`src/rtl/stage_ex_if.sv`:
```
// Execute-stage bundle: decode task in, data-memory request/response, write-back out.
// Carries no state; timing is owned by stage_ex.
// Backpressure: ex_ready_o gates task_i, dmem_ready_i completes a memory request.
interface stage_ex_if #(
  parameter int REG_DATA_WIDTH = 16,
  parameter int REG_ADDR_WIDTH = 3
);

  // ALU operation requested by decode
  typedef struct packed {
    logic [REG_DATA_WIDTH-1:0] a;
    logic [REG_DATA_WIDTH-1:0] b;
    logic [2:0]                cmd;
  } alu_task_t;

  // Side information decode attaches for the memory and write-back phases
  typedef struct packed {
    logic                      mem_wr_en;
    logic [REG_DATA_WIDTH-1:0] mem_wr_data;
    logic [REG_ADDR_WIDTH-1:0] wb_reg_addr;
    logic                      wb_wr_en;
    logic                      wb_mem_data_sel;
  } id_res_t;

  typedef struct packed {
    alu_task_t alu_task;
    id_res_t   id_res;
  } ex_task_t;

  // decode -> execute
  ex_task_t                  task_i;
  logic                      ex_ready_o;

  // execute <-> data memory
  logic [REG_DATA_WIDTH-1:0] dmem_addr_o;
  logic [REG_DATA_WIDTH-1:0] dmem_wr_data_o;
  logic                      dmem_wr_en_o;
  logic                      dmem_rd_en_o;
  logic                      dmem_ready_i;
  logic [REG_DATA_WIDTH-1:0] dmem_rd_data_i;

  // execute -> register file
  logic                      wb_wr_en_o;
  logic [REG_ADDR_WIDTH-1:0] wb_reg_addr_o;
  logic [REG_DATA_WIDTH-1:0] wb_data_o;
  logic                      wb_zero_o;

  // Environment side: decode, data memory and register file
  modport master (
    output task_i,
    input  ex_ready_o,
    input  dmem_addr_o,
    input  dmem_wr_data_o,
    input  dmem_wr_en_o,
    input  dmem_rd_en_o,
    output dmem_ready_i,
    output dmem_rd_data_i,
    input  wb_wr_en_o,
    input  wb_reg_addr_o,
    input  wb_data_o,
    input  wb_zero_o
  );

  // The execute stage itself
  modport slave (
    input  task_i,
    output ex_ready_o,
    output dmem_addr_o,
    output dmem_wr_data_o,
    output dmem_wr_en_o,
    output dmem_rd_en_o,
    input  dmem_ready_i,
    input  dmem_rd_data_i,
    output wb_wr_en_o,
    output wb_reg_addr_o,
    output wb_data_o,
    output wb_zero_o
  );

endinterface

```
`src/rtl/stage_ex.sv`:
```
// Execute stage: combinational ALU, then either register write-back or one data-memory access.
// Latency: ALU ops write back 1 cycle after accept; loads/stores hold the stage until dmem_ready_i.
// Backpressure: ex_ready_o is low for every MEM cycle; task_i is ignored while low.
module stage_ex #(
  parameter int REG_DATA_WIDTH = 16,
  parameter int REG_ADDR_WIDTH = 3
) (
  input logic       clk_i,
  input logic       rst_n_i,
  stage_ex_if.slave bus
);

  // ALU command encoding shared with decode
  localparam logic [2:0] ALU_NOP = 3'd0;
  localparam logic [2:0] ALU_ADD = 3'd1;
  localparam logic [2:0] ALU_SUB = 3'd2;
  localparam logic [2:0] ALU_AND = 3'd3;
  localparam logic [2:0] ALU_OR  = 3'd4;
  localparam logic [2:0] ALU_XOR = 3'd5;

  typedef enum logic {
    IDLE = 1'b0,
    MEM  = 1'b1
  } state_t;

  state_t                    state_q;

  // Memory request registers, held steady for the whole MEM phase
  logic [REG_DATA_WIDTH-1:0] dmem_addr_q;
  logic [REG_DATA_WIDTH-1:0] dmem_wr_data_q;
  logic                      dmem_wr_en_q;
  logic                      dmem_rd_en_q;

  // Write-back fields captured at accept for a pending load
  logic [REG_ADDR_WIDTH-1:0] cap_reg_addr_q;
  logic                      cap_wr_en_q;

  // Write-back pulse registers
  logic                      wb_wr_en_q;
  logic [REG_ADDR_WIDTH-1:0] wb_reg_addr_q;
  logic [REG_DATA_WIDTH-1:0] wb_data_q;

  // Unpacked view of the incoming task
  logic [REG_DATA_WIDTH-1:0] op_a;
  logic [REG_DATA_WIDTH-1:0] op_b;
  logic [2:0]                op_cmd;
  logic                      t_mem_wr_en;
  logic [REG_DATA_WIDTH-1:0] t_mem_wr_data;
  logic [REG_ADDR_WIDTH-1:0] t_wb_reg_addr;
  logic                      t_wb_wr_en;
  logic                      t_wb_mem_data_sel;

  assign op_a              = bus.task_i.alu_task.a;
  assign op_b              = bus.task_i.alu_task.b;
  assign op_cmd            = bus.task_i.alu_task.cmd;
  assign t_mem_wr_en       = bus.task_i.id_res.mem_wr_en;
  assign t_mem_wr_data     = bus.task_i.id_res.mem_wr_data;
  assign t_wb_reg_addr     = bus.task_i.id_res.wb_reg_addr;
  assign t_wb_wr_en        = bus.task_i.id_res.wb_wr_en;
  assign t_wb_mem_data_sel = bus.task_i.id_res.wb_mem_data_sel;

  // Task classification; a store wins over a load when both flags are set
  logic is_store;
  logic is_bubble;
  logic is_load;

  assign is_store  = t_mem_wr_en;
  assign is_bubble = !t_mem_wr_en && !t_wb_wr_en;
  assign is_load   = !t_mem_wr_en && t_wb_mem_data_sel;

  logic [REG_DATA_WIDTH-1:0] alu_res;

  // ALU: wrap-around arithmetic and bitwise ops; NOP and unknown commands give zero
  always_comb begin
    alu_res = '0;
    case (op_cmd)
      ALU_ADD: alu_res = op_a + op_b;
      ALU_SUB: alu_res = op_a - op_b;
      ALU_AND: alu_res = op_a & op_b;
      ALU_OR:  alu_res = op_a | op_b;
      ALU_XOR: alu_res = op_a ^ op_b;
      ALU_NOP: alu_res = '0;
      default: alu_res = '0;
    endcase
  end

  // Control FSM with registered outputs; write-back fields default to zero so each task pulses once
  always_ff @(posedge clk_i or negedge rst_n_i) begin
    if (!rst_n_i) begin
      state_q        <= IDLE;
      dmem_addr_q    <= '0;
      dmem_wr_data_q <= '0;
      dmem_wr_en_q   <= 1'b0;
      dmem_rd_en_q   <= 1'b0;
      cap_reg_addr_q <= '0;
      cap_wr_en_q    <= 1'b0;
      wb_wr_en_q     <= 1'b0;
      wb_reg_addr_q  <= '0;
      wb_data_q      <= '0;
    end else begin
      wb_wr_en_q    <= 1'b0;
      wb_reg_addr_q <= '0;
      wb_data_q     <= '0;

      case (state_q)
        IDLE: begin
          if (is_store || (!is_bubble && is_load)) begin
            // Launch a memory access; write-back waits for completion
            dmem_addr_q    <= alu_res;
            dmem_wr_data_q <= t_mem_wr_data;
            dmem_wr_en_q   <= is_store;
            dmem_rd_en_q   <= !is_store;
            cap_reg_addr_q <= t_wb_reg_addr;
            cap_wr_en_q    <= t_wb_wr_en;
            state_q        <= MEM;
          end else if (!is_bubble) begin
            // Plain ALU op: write back on the next edge
            wb_wr_en_q    <= t_wb_wr_en;
            wb_reg_addr_q <= t_wb_reg_addr;
            wb_data_q     <= alu_res;
          end
        end

        MEM: begin
          // Hold the request until memory completes it
          if (bus.dmem_ready_i) begin
            if (dmem_rd_en_q) begin
              wb_wr_en_q    <= cap_wr_en_q;
              wb_reg_addr_q <= cap_reg_addr_q;
              wb_data_q     <= bus.dmem_rd_data_i;
            end
            dmem_addr_q    <= '0;
            dmem_wr_data_q <= '0;
            dmem_wr_en_q   <= 1'b0;
            dmem_rd_en_q   <= 1'b0;
            cap_reg_addr_q <= '0;
            cap_wr_en_q    <= 1'b0;
            state_q        <= IDLE;
          end
        end
      endcase
    end
  end

  assign bus.ex_ready_o     = (state_q == IDLE);
  assign bus.dmem_addr_o    = dmem_addr_q;
  assign bus.dmem_wr_data_o = dmem_wr_data_q;
  assign bus.dmem_wr_en_o   = dmem_wr_en_q;
  assign bus.dmem_rd_en_o   = dmem_rd_en_q;
  assign bus.wb_wr_en_o     = wb_wr_en_q;
  assign bus.wb_reg_addr_o  = wb_reg_addr_q;
  assign bus.wb_data_o      = wb_data_q;
  assign bus.wb_zero_o      = wb_wr_en_q && (wb_data_q == '0);

endmodule
```
`src/flat_wrapper.sv`:
```
// flat-port wrapper written by rule: the top's interface ports become plain ports
module stage_ex_flat 
#(
  parameter int REG_DATA_WIDTH = 16,
  parameter int REG_ADDR_WIDTH = 3
)
  (clk_i, rst_n_i, bus_task_i, bus_ex_ready_o, bus_dmem_addr_o, bus_dmem_wr_data_o, bus_dmem_wr_en_o, bus_dmem_rd_en_o, bus_dmem_ready_i, bus_dmem_rd_data_i, bus_wb_wr_en_o, bus_wb_reg_addr_o, bus_wb_data_o, bus_wb_zero_o);
  stage_ex_if #(.REG_DATA_WIDTH(REG_DATA_WIDTH), .REG_ADDR_WIDTH(REG_ADDR_WIDTH)) bus_i ();
  input logic clk_i;
  input logic rst_n_i;
  input wire logic [$bits(bus_i.task_i)-1:0] bus_task_i;
  output wire logic [$bits(bus_i.ex_ready_o)-1:0] bus_ex_ready_o;
  output wire logic [$bits(bus_i.dmem_addr_o)-1:0] bus_dmem_addr_o;
  output wire logic [$bits(bus_i.dmem_wr_data_o)-1:0] bus_dmem_wr_data_o;
  output wire logic [$bits(bus_i.dmem_wr_en_o)-1:0] bus_dmem_wr_en_o;
  output wire logic [$bits(bus_i.dmem_rd_en_o)-1:0] bus_dmem_rd_en_o;
  input wire logic [$bits(bus_i.dmem_ready_i)-1:0] bus_dmem_ready_i;
  input wire logic [$bits(bus_i.dmem_rd_data_i)-1:0] bus_dmem_rd_data_i;
  output wire logic [$bits(bus_i.wb_wr_en_o)-1:0] bus_wb_wr_en_o;
  output wire logic [$bits(bus_i.wb_reg_addr_o)-1:0] bus_wb_reg_addr_o;
  output wire logic [$bits(bus_i.wb_data_o)-1:0] bus_wb_data_o;
  output wire logic [$bits(bus_i.wb_zero_o)-1:0] bus_wb_zero_o;
  assign bus_i.task_i = bus_task_i;
  assign bus_ex_ready_o = bus_i.ex_ready_o;
  assign bus_dmem_addr_o = bus_i.dmem_addr_o;
  assign bus_dmem_wr_data_o = bus_i.dmem_wr_data_o;
  assign bus_dmem_wr_en_o = bus_i.dmem_wr_en_o;
  assign bus_dmem_rd_en_o = bus_i.dmem_rd_en_o;
  assign bus_i.dmem_ready_i = bus_dmem_ready_i;
  assign bus_i.dmem_rd_data_i = bus_dmem_rd_data_i;
  assign bus_wb_wr_en_o = bus_i.wb_wr_en_o;
  assign bus_wb_reg_addr_o = bus_i.wb_reg_addr_o;
  assign bus_wb_data_o = bus_i.wb_data_o;
  assign bus_wb_zero_o = bus_i.wb_zero_o;
  stage_ex #(.REG_DATA_WIDTH(REG_DATA_WIDTH), .REG_ADDR_WIDTH(REG_ADDR_WIDTH)) u_core (.clk_i(clk_i), .rst_n_i(rst_n_i), .bus(bus_i));
endmodule
```
`config.mk`:
```
export PLATFORM = sky130hd
export DESIGN_NAME = stage_ex_flat
export DESIGN_NICKNAME = d
export VERILOG_FILES = /design/src/rtl/stage_ex_if.sv /design/src/rtl/stage_ex.sv /design/src/flat_wrapper.sv
export SDC_FILE = /design/constraint.sdc
export NUM_CORES = 1
export LEC_CHECK = 0
export ABC_AREA = 1
export BUFFER_PORTS_ARGS = -buffer_cell sky130_fd_sc_hd__buf_2
export CAP_MARGIN = 5
export CORE_UTILIZATION = 43
export CTS_CLUSTER_DIAMETER = 80
export DETAILED_ROUTE_END_ITERATION = 16
export PLACE_DENSITY = 0.71
export SYNTH_ARGS = -nofsm -noshare
export SYNTH_HDL_FRONTEND = slang
export SYNTH_SLANG_ARGS = --single-unit
```
`constraint.sdc`:
```
create_clock -name clk_i -period 1.15 [get_ports clk_i]
set_input_delay 0 -clock clk_i [delete_from_list [all_inputs] [get_ports clk_i]]
set_output_delay 0 -clock clk_i [all_outputs]
set_load 0.01 [all_outputs]
```
==> impl_results.md <==
* Number of buffers created by CTS at 9
* WL met3 at about 1.0 mm
* Final WS setup at -1.02 ns
* Mean Syn Cell Area at between 7 and 8 um^2
* Cells after synthesis at ~600
* Seq cells post-synth at a little under 60
* Metal2 WL at between 7 and 8 mm
* Routed met1 length at between 6 and 7 mm
* Synth Area in XOR/XNOR at ~2.8%
* Req. time, crit path at 1.38 ns
* Final setup viols at 40
* Area Growth Syn to Fin at 71.1%
* Setup TNS at -24.11 ns
* Primary FF master, synth: dfrtp_1
* Cell Rows at 36
* Dominant cell type by area after synthesis: dfrtp_1
* MaxCap Viol Count at 0
* RSZ-0062 raised after global routing: true
* Commonest non-fill, non-tap cell in the layout: nand2_1
* Post-DP HPWL at ~11 mm
* Post-synthesis adder-cell area fraction at between 10% and 20%
* Crit path capture type: register
* GRT Overall Usage at about 28%
* Post-route minimum period at between 2 and 2.5 ns
* Netlist cell types at 40
* Core Box Area at 9860 um^2
* Post-Synth Simple-Gate Area at 30.8%
* Syn Nets at between 700 and 800
* Hold Crit Class: primary input to register
* Die height at about 100 um
* Final Skew at 0.00575 ns
* Initial Util at ~45%
* Setup CP Type: primary input to register
* Worst Path Max Fanout at 4
* Critical path arrival at approximately 2.4 ns
* Peak supply drop at between 0.0007 and 0.0008 V
* Synth Cell Area at around 4400 um^2
* First-pass detailed-route iteration total at 5
* Routed len/inst at approximately 15 um
* CTS Buffer Depth at 2
* Synth area leaders: dfrtp_1 (33%), nand2_1 (16%), ha_1 (14%)
* Vias in the first global route at 5,220
* Nets at 1,029
* Port Buffers at 131
* Clk root buf: clkbuf_8
* Final global-route overflow total at 0
* Actual slew at the worst max-slew pin at between 0.4 and 0.5 ns
* Crit path launch type: primary input
* Failing checks: setup timing
* I/O pin total at roughly 130
* CTS tree: done
* DRT iter0 DRCs at 239
* WL final at 15.7 mm
* Share of the synthesized area in the top cell type at between 30 and 40%
* Clock transition at path regs at about 0.070 ns
* Highest routed layer: met4
* Portion of netlist area occupied by mux cells at 0%
* Compound-Gate Fraction of Synth Area at 10.0%
* N_diodes at 0
* DRC viols at 0
* Fill cells at 650
* H-tree depth at 3
* PD cells at about 1100 nW/um^2
* GP Congestion at approximately 0.9
* Pins Over Slew Limit at 0
* Crit share post-route at 189%
* Via-to-Cell Ratio at 5.15
* Share of cells above drive strength 1 at between 40% and 50%
* Status: finished with violations
* Post-synth EDFFs at 0
* Most frequent cells in the layout: nand2_1 (149), buf_2 (123), buf_4 (116)
* DR vias at about 5,400
* Core Util, Final at between 70% and 80%
* Post-synthesis sequential area ratio at 33.4%
* Final Hold Vio Count at 0
* Synth warn at 0
* Clk Latency, worst-skew pair at 0.34 ns
* DRT antenna net count at 0
* Main combinational cell family by area after synthesis: simple AND/OR/NAND/NOR gates
* CTS sink count at a little under 60
* Pin count of the biggest net entering global routing at 24
* Antenna violations before repair at 0
* Synth async-reset ratio at between 90% and 100%
* Die ar. at 10,700 um^2
* Global-route wire length before repair at 23.2 mm
* Static Leak at between 4 and 5 nW
* Die width at just over 100 um
* Peak Freq at around 460 MHz
* Rel. slew slack at 68.2%
==> metal layers <==
metal | global-route usage [%] | up-vias
li1 | - | 2569
met1 | 31.5 | 2520
met2 | 52.6 | 237
met3 | 4.91 | 41
met4 | 12.8 | 0
met5 | 0 | -
==> final timing paths <==
kind	from	to	slack [ns]	depth (start not counted)
max in group asynchronous	rst_n_i	u_core.bus.dmem_addr_o[15]	0.52	3
worst min-delay path	bus_task_i[1]	u_core.bus.wb_reg_addr_o[0]	0.07	5
worst max register to register	u_core.state_q	u_core.bus.dmem_wr_en_o	-0.09	6
worst max-delay path	bus_task_i[25]	u_core.bus.wb_data_o[12]	-1.02	22
min in group asynchronous	rst_n_i	u_core.bus.dmem_wr_data_o[1]	0.14	2
worst min register to register	u_core.bus.dmem_wr_data_o[5]	u_core.bus.dmem_wr_data_o[5]	0.47	2
==> metrics by stage <==
stage | cells | total power, mW | setup WS (ns) | cell area (um^2) | hold WS [ns]
floorplan | 605 | 4.31 | -0.934 | 4590 | -0.296
global placement | 959 | 5.66 | -1.29 | 6200 | -0.0347
detailed placement | 959 | 5.76 | -1.41 | 6200 | -0.0312
CTS | 1032 | 8.03 | -0.895 | 7220 | 0.0520
global route | 1042 | 8.94 | -1.18 | 7570 | 0.108
finish | 1042 | 8.42 | -1.02 | 7570 | 0.0740
==> where the power goes <==
group	switching (mW)	internal [mW]
Sequential	0.225	2.44
Clock	0.763	0.894
Combinational	2.13	1.96
==> Yosys cell counts, types with 3 or more instances <==
master	n
nand2_1	189
inv_1	76
nand3_1	63
dfrtp_1	59
ha_1	48
nor2_1	33
a21oi_1	16
o21ai_0	16
o21ai_1	13
xor2_1	13
a221oi_1	9
or2_2	7
clkbuf_1	6
buf_2	5
buf_4	4
nand3b_1	4
buf_1	3
inv_2	3
nand2_2	3
nand4_1	3
nor3_2	3
nor4_1	3
o2111ai_1	3
o22ai_1	3
==> kinds of logic (layout without fill, tap and decap cells) <==
family	after synthesis	count (layout)
fa+ha+maj	49	49
xor+xnor	14	14
simple gates	314	314
buf+inv	98	402
compound gates	71	71
flops	59	59
==> flip-flops by register name (all words and copies together), names as in the netlist <==
name                       count
u_core.state_q                 1
u_core.bus.wb_wr_en_o          1
u_core.bus.dmem_rd_en_o        1
u_core.bus.dmem_addr_o        16
u_core.bus.wb_reg_addr_o       3
u_core.cap_reg_addr_q          3
u_core.bus.wb_data_o          16
u_core.bus.dmem_wr_data_o     16
u_core.cap_wr_en_q             1
u_core.bus.dmem_wr_en_o        1
==> layout make-up <==
type                    instances  area, um^2  area share [%]
multi-input cells             448        3040            40.1
repair buffers                307        2370            31.3
well taps                     133         166            2.20
inverters                      79         345            4.56
clock inverters                 2        10.0           0.132
flip-flops and latches         59        1480            19.5
clock buffers                  14         163            2.15
==> worst max-delay path: stages <==
cell	delay [ns]
buf_12	0.12
buf_12	0.12
nor3_4	0.15
inv_2	0.09
nor2_4	0.12
buf_6	0.10
buf_6	0.08
buf_6	0.08
nor2_2	0.03
xor2_1	0.14
ha_1	0.39
nand2_2	0.08
nor2_1	0.12
nand2_1	0.08
nand2_1	0.12
nand2_1	0.13
nand2_1	0.09
nand2_1	0.06
nand3_1	0.08
nand2_2	0.08
nand3_1	0.09
nand2_1	0.05
==> what timing repair did <==
item                       in CTS  in global routing
setup endpoints to repair      34                 58
pin swaps                      38                 44
buffers inserted               16                 15
hold buffers                   39                  0
gates resized for setup        77                 73
hold endpoints to repair      101                  0
gates cloned                    2                  1
Power figures use the tool's default switching activity.
